--- src/rtl/bu_arbiter.sv ---
// N-master AHB bus arbiter and mux: req/ack tenure per master, separate data-phase owner tracking.
// Compile option BU_ARB_RR_EN selects round-robin arbitration (default: fixed priority, index 0 highest).
module bu_arbiter #(
   parameter int NM = 3,
   parameter int AW = 64,
   parameter int DW = 64
) (
   input  logic             clk,
   input  logic             rst,
   input  logic [NM-1:0]    m_bus_req,
   output logic [NM-1:0]    m_bus_ack,
   input  logic [NM*AW-1:0] m_haddr,
   input  logic [NM-1:0]    m_hwrite,
   input  logic [NM*4-1:0]  m_hsize,
   input  logic [NM*3-1:0]  m_hburst,
   input  logic [NM*4-1:0]  m_hprot,
   input  logic [NM*2-1:0]  m_htrans,
   input  logic [NM-1:0]    m_hmastlock,
   input  logic [NM*DW-1:0] m_hwdata,
   output logic             m_hready,
   output logic             m_hresp,
   output logic             m_hreset_n,
   output logic [DW-1:0]    m_hrdata,
   output logic [AW-1:0]    haddr,
   output logic             hwrite,
   output logic [3:0]       hsize,
   output logic [2:0]       hburst,
   output logic [3:0]       hprot,
   output logic [1:0]       htrans,
   output logic             hmastlock,
   output logic [DW-1:0]    hwdata,
   input  logic             hready,
   input  logic             hresp,
   input  logic             hreset_n,
   input  logic [DW-1:0]    hrdata
);

   localparam int OW = (NM > 1) ? $clog2(NM) : 1;
   localparam logic [NM-1:0] ACK_LSB = NM'(1);

   typedef enum logic [1:0] {
      IDLE  = 2'd0,
      GRANT = 2'd1,
      DRAIN = 2'd2
   } state_t;

   state_t        state_q;
   logic [OW-1:0] owner_q;
   logic [OW-1:0] dp_owner_q;
   logic          dp_valid_q;
   logic [NM-1:0] ack_q;
   logic [OW-1:0] winner;
   logic          ack_any;

   logic [AW-1:0] haddr_a     [NM];
   logic          hwrite_a    [NM];
   logic [3:0]    hsize_a     [NM];
   logic [2:0]    hburst_a    [NM];
   logic [3:0]    hprot_a     [NM];
   logic [1:0]    htrans_a    [NM];
   logic          hmastlock_a [NM];
   logic [DW-1:0] hwdata_a    [NM];

   for (genvar g = 0; g < NM; g++) begin : g_slice
      assign haddr_a[g]     = m_haddr[g*AW +: AW];
      assign hwrite_a[g]    = m_hwrite[g];
      assign hsize_a[g]     = m_hsize[g*4 +: 4];
      assign hburst_a[g]    = m_hburst[g*3 +: 3];
      assign hprot_a[g]     = m_hprot[g*4 +: 4];
      assign htrans_a[g]    = m_htrans[g*2 +: 2];
      assign hmastlock_a[g] = m_hmastlock[g];
      assign hwdata_a[g]    = m_hwdata[g*DW +: DW];
   end

   assign ack_any = |ack_q;

`ifdef BU_ARB_RR_EN
   logic [OW-1:0] last_q;
   logic          found;

   // Search begins just after the previous winner so every requester gets a turn.
   always_comb begin
      winner = '0;
      found  = 1'b0;
      for (int k = 0; k < NM; k++) begin
         if (!found && m_bus_req[(int'(last_q) + 1 + k) % NM]) begin
            winner = OW'((int'(last_q) + 1 + k) % NM);
            found  = 1'b1;
         end
      end
   end
`else
   always_comb begin
      winner = '0;
      for (int i = NM - 1; i >= 0; i--) begin
         if (m_bus_req[i]) winner = OW'(i);
      end
   end
`endif

   always_ff @(posedge clk) begin
      if (rst) begin
         state_q    <= IDLE;
         owner_q    <= '0;
         ack_q      <= '0;
         dp_owner_q <= '0;
         dp_valid_q <= 1'b0;
`ifdef BU_ARB_RR_EN
         last_q     <= OW'(NM - 1);
`endif
      end else begin
         // The data phase belongs to whoever owned the address phase just accepted.
         if (hready) begin
            dp_owner_q <= owner_q;
            dp_valid_q <= ack_any & htrans_a[owner_q][1];
         end
         case (state_q)
            IDLE: begin
               if (|m_bus_req) begin
                  owner_q <= winner;
                  ack_q   <= ACK_LSB << winner;
                  state_q <= GRANT;
`ifdef BU_ARB_RR_EN
                  last_q  <= winner;
`endif
               end
            end
            GRANT: begin
               if (!m_bus_req[owner_q]) begin
                  ack_q   <= '0;
                  state_q <= hready ? IDLE : DRAIN;
               end
            end
            DRAIN: begin
               if (hready) state_q <= IDLE;
            end
            default: begin
               ack_q   <= '0;
               state_q <= IDLE;
            end
         endcase
      end
   end

   // Idle address phase keeps the owner's values stable but never issues a transfer.
   assign m_bus_ack = ack_q;
   assign haddr     = haddr_a[owner_q];
   assign hwrite    = hwrite_a[owner_q];
   assign hsize     = hsize_a[owner_q];
   assign hburst    = hburst_a[owner_q];
   assign hprot     = hprot_a[owner_q];
   assign htrans    = ack_any ? htrans_a[owner_q] : 2'b00;
   assign hmastlock = ack_any & hmastlock_a[owner_q];
   assign hwdata    = hwdata_a[dp_owner_q];

   assign m_hready   = hready;
   assign m_hresp    = hresp;
   assign m_hreset_n = hreset_n;
   assign m_hrdata   = hrdata;

   a_dp_owner_range: assert property (@(posedge clk) disable iff (rst)
      dp_valid_q |-> (int'(dp_owner_q) < NM));

endmodule

--- config.mk ---
export PLATFORM = sky130hd
export DESIGN_NAME = bu_arbiter
export DESIGN_NICKNAME = d
export VERILOG_FILES = /design/src/rtl/bu_arbiter.sv
export SDC_FILE = /design/constraint.sdc
export NUM_CORES = 1
export LEC_CHECK = 0
export ABC_AREA = 1
export ABC_CLOCK_PERIOD_IN_PS = 1600
export CORE_AREA = 5 5 275 277
export CTS_CLUSTER_DIAMETER = 50
export DETAILED_ROUTE_END_ITERATION = 7
export DIE_AREA = 0 0 280 282
export MAX_ROUTING_LAYER = met4
export PLACE_DENSITY = 0.41
export SLEW_MARGIN = 10
export SYNTH_ARGS = -nofsm -noshare
export SYNTH_HDL_FRONTEND = slang
export SYNTH_SLANG_ARGS = --single-unit
export TNS_END_PERCENT = 50
--- constraint.sdc ---
create_clock -name clk -period 1.6 [get_ports clk]
set_input_delay 0.4 -clock clk [delete_from_list [all_inputs] [get_ports clk]]
set_output_delay 0.4 -clock clk [all_outputs]
set_load 0.005 [all_outputs]
* Word level (Yosys, flattened, before mapping) *
Cells that the tools add are included.

word-level totals
  register bits after elaboration = 9
  word-level logic and storage cells = 61

operators by class
  order comparisons = 3
  eq/ne operators = 5
  shifts and indexed selects = 1
  multiplexer cells = 38
  bitwise operators = 4
  reductions and logical operators = 6

operators by type and width
  cell                                                        count
  binary-select mux 64 bit (select 2 bit)                     2
  2-to-1 mux 64 bit                                           4
  2-to-1 mux 2 bit                                            10
  binary-select mux 4 bit (select 2 bit)                      2
  2-to-1 mux 4 bit                                            4
  2-to-1 mux 3 bit                                            4
  case mux 3 bit (3 select lines)                             1
  binary-select mux 1 bit (select 2 bit)                      3
  binary-select mux 3 bit (select 2 bit)                      1
  >= comparator 3 bit, second input constant                  2
  != test 2 bit, second input constant                        3
  inverter 2 -> 3 bit                                         2
  case mux 2 bit (3 select lines)                             1
  AND reduction 3 bit                                         2
  OR reduction 3 bit                                          2
  2-to-1 mux 1 bit                                            5
  binary-select mux 2 bit (select 2 bit)                      1
  less-than comparator 2 x 3 -> 1 bit, second input constant  1
  << shifter 1 x 2 -> 3 bit, first input constant             1
  equality test 2 x 1 -> 1 bit, second input constant         1
  equality test 2 bit, second input constant                  1
  zero test 2 bit                                             1
  AND reduction 2 bit                                         1
  bitwise AND 1 bit                                           1
  inverter 1 bit                                              1

* Depth between registers and ports, before layout *
  depth in word-level cells = 6
  mapped depth = 9

* Worst setup path before layout *
No wires, ideal clock.

  path kind = register -> output
  start point = reg owner_q[0]
  end point = out haddr[42]
  arrival = 1.062 ns
  required time = 1.200 ns
  path slack = 0.138 ns
  stages on the path, launching flop included = 6
  cell sequence = dfxtp_1 > buf_4 > inv_2 > clkbuf_1 > nor2_1 > o21ai_0

between the ends
  word-level cells in the longest chain between the ends = 4

RTL lines
  item                                                   line  source
  start, declared                                        48    logic [OW-1:0] owner_q;
  start signal, assigned                                 120   owner_q <= winner;
  inverter 2 -> 3 bit (implied by the code)              147   assign haddr = haddr_a[owner_q];
  binary-select mux 64 bit (select 2 bit)                147
  2-to-1 mux 64 bit (implied by the code) (2 in series)  147
  end, declared                                          24    output logic [AW-1:0] haddr,

Every way passes these cells. The select of a mux whose other input is x is not followed.

* Final worst setup path *
  start point = reg owner_q[1]
  end point = out haddr[8]

Same word-level chain as after synthesis.

==> results.cfg <==
[status]
status = complete, but fails checks
violations = setup timing

[clock_tree]
cts_buffer_depth = 2
clock_latency_ns = 0.23
numCtsBuffers = 3
path_clk_slew_ns = 0.04
cts-root-buf = clkbuf_16
cts.sinks = 9
cts_tree = built
cts_max_level = 1

[layout]
area_growth_syn_to_layout_pct = 222.1
utilization_pct = 17.27
regArea_um2 = 192.7
fillers = 8241
final_common_cell = clkdlybuf4s50_1
multi_input_area_um2 = 3730
fin_nets = 1881
final_cell_mix = clkdlybuf4s50_1, nor2_1, buf_2, o21ai_0, nand2_1
layout-drive-gt1-share_pct = 34.01

[die]
rows = 99
boundaryPins = 714
initial_utilization_pct = 5.362
dieArea_um2 = 78960
core_um2 = 72590
die_y_um = 282
die_w_um = 280

[yosys]
yosysSeqAreaShare_pct = 4.629
synthCells = 771
syn-cell-area_um2 = 3892
ys_ff_latch = 9
synth_top_area_share_pct = 20.83
ys_types = 18
ys_warn_count = 0
synth_top_area_cell = nor2_1
syn-mean-instance-area_um2 = 5.049
synth_area_leaders = nor2_1, o21ai_0, buf_4
syn_nets = 1272

[global_routing]
grt_pass1_vias = 8049
gr-total-overflow = 0
grt_max_degree = 64
grt_usage_pct = 8.586
grt_pass1_wl_um = 50500
antenna_found_initial = 4

[timing]
hold_violations = 0
slew_headroom_pct = 77.58
min_period_over_period_pct = 132.7
worst_pin_slew_ns = 0.3328
finalWorstSetupSlack_ns = -0.5228
setup_violations = 148
finalCriticalPeriod_ns = 2.123
skew_ns = 0.0007916
slew_violations = 0
max_freq_ghz = 0.4711
rsz0062_at_grt = yes

[setup_path]
rr_endpoint = m_bus_ack[2]$_SDFFE_PP0P_
ff2ff_setup_slack_ns = -0.34
cp_max_fo = 5
cp-end-kind = primary output
critical_path.startpoint = owner_q[1]$_SDFFE_PP0P_
cp.arrival_ns = 1.72
crit_end = haddr[8]
path_class = reg2out
cp.required_ns = 1.20
r2r-start = owner_q[1]$_SDFFE_PP0P_
rr_worst_depth = 15
startpoint_type = register

[drt]
via_per_inst = 3.346
routed_wl_um = 39130
vias = 7832
dr.first_iter.drc_count = 287
detail-route-antenna-nets = 0
detail_route.wl_per_cell_um = 16.71
route.detailed.drc = 0
dr.pass1.iters = 5

[power_and_ir_drop]
p_leak_nw = 4.871
clock_power_share_pct = 10.6
p_sw_mw = 1.526
ir_drop_mv = 0.3285
power_density_nw_per_um2 = 334.0
total_power_mw = 4.187
intPower_mw = 2.661
p_sw_share_pct = 36.44
p_seq_share_pct = 6.4
comb_power_share_pct = 83.0

[placement]
gp_congestion = 0.9174
io_buffers = 581
place_hpwl_um = 30700

[min_path]
hold_path.class = reg2reg

[job]
max_cap_violations = 0
==> how the worst min path moves through the flow <==
| stage | cells past startpoint | startpoint | end | slack [ns] |
|---|---|---|---|---|
| finish | 3 | m_bus_ack[0]$_SDFFE_PP0P_ | m_bus_ack[0]$_SDFFE_PP0P_ | 0.58 |
| global placement | 3 | m_bus_ack[0]$_SDFFE_PP0P_ | m_bus_ack[0]$_SDFFE_PP0P_ | 0.58 |
| CTS | 3 | m_bus_ack[1]$_SDFFE_PP0P_ | m_bus_ack[1]$_SDFFE_PP0P_ | 0.60 |
| floorplan | 2 | m_bus_ack[1]$_SDFFE_PP0P_ | m_bus_ack[1]$_SDFFE_PP0P_ | 0.46 |
| detailed placement | 3 | m_bus_ack[1]$_SDFFE_PP0P_ | m_bus_ack[1]$_SDFFE_PP0P_ | 0.59 |
| global route | 3 | m_bus_ack[2]$_SDFFE_PP0P_ | m_bus_ack[2]$_SDFFE_PP0P_ | 0.63 |
==> power groups by stage <==
stage                     clock network, mW  registers (mW)  logic (mW)
after floorplan                           0           0.255       0.898
after global placement                    0           0.269        3.27
after detailed placement                  0           0.269        3.24
after CTS                             0.458           0.267        3.34
after global routing                  0.475           0.272        3.73
final                                 0.444           0.268        3.47
==> cell families (layout without fill, tap and decap cells) <==
kind of cell,after synthesis,in the layout,synth area share [%]
other,0,3,0
flip-flops,9,9,4.629
AO/OA/AOI/OAI,234,234,34.20
AND/OR/NAND/NOR,383,383,39.44
buffers and inverters,145,753,21.73
==> area by class of cell <==
cell class	count	share of cell area (%)
repair buffers	739	57.97
multi-input cells	617	29.75
well taps	959	9.572
flip-flops and latches	9	1.537
clock buffers	4	0.6288
inverters	10	0.4791
diodes	3	0.05989
==> critical path, stage by stage, from the launching register on <==
cell     delay (ns)
dfxtp_2        0.34
inv_4          0.05
buf_12         0.12
nor2_4         0.20
buf_12         0.15
buf_12         0.10
buf_8          0.11
buf_6          0.13
nand2_1        0.05
o21ai_1        0.09
buf_2          0.14
==> layer usage <==
metal | GRT usage, % | share of wire [%] | vias up
met5 | - | 0 | -
met4 | 2.170 | 2.5 | 0
met3 | 2.749 | 9.6 | 56
met2 | 15.33 | 50 | 510
li1 | - | - | 3774
met1 | 9.245 | 37 | 3492
==> state kept, by name (all words and copies together), names as in the netlist <==
name        flops
dp_owner_q      2
m_bus_ack       3
owner_q         2
state_q         2
==> stage by stage <==
stage          worst slack, ns  cells  TNS [ns]  area, um^2  hold WS, ns
2_1_floorplan           0.1378    771         0        3892       0.4619
3_3_place_gp           -0.8167   2277    -77.29       11080       0.5766
3_5_place_dp           -0.8255   2277    -77.97       11080       0.5901
4_1_cts                -0.7287   2301    -79.50       11610       0.5961
5_1_grt                -0.5670   2341    -60.94       12540       0.6275
6_report               -0.5228   2341    -49.75       12540       0.5846
==> synthesized netlist by cell type, drive strengths merged <==
cell type,number
inv,10
a21oi,11
buf,101
nand2,96
clkbuf,34
nor2,217
dfxtp,9
o31ai,64
nor3,1
o21ai,159
nand3,69
==> timing repair <==
item	4_1_cts	5_1_grt
pin swaps	5	52
hold buffers	0	0
setup buffers	16	34
gates resized for setup	239	587
setup endpoints to repair	152	152
cloned	6	13
Note: power is estimated with default switching activity, not from simulation.
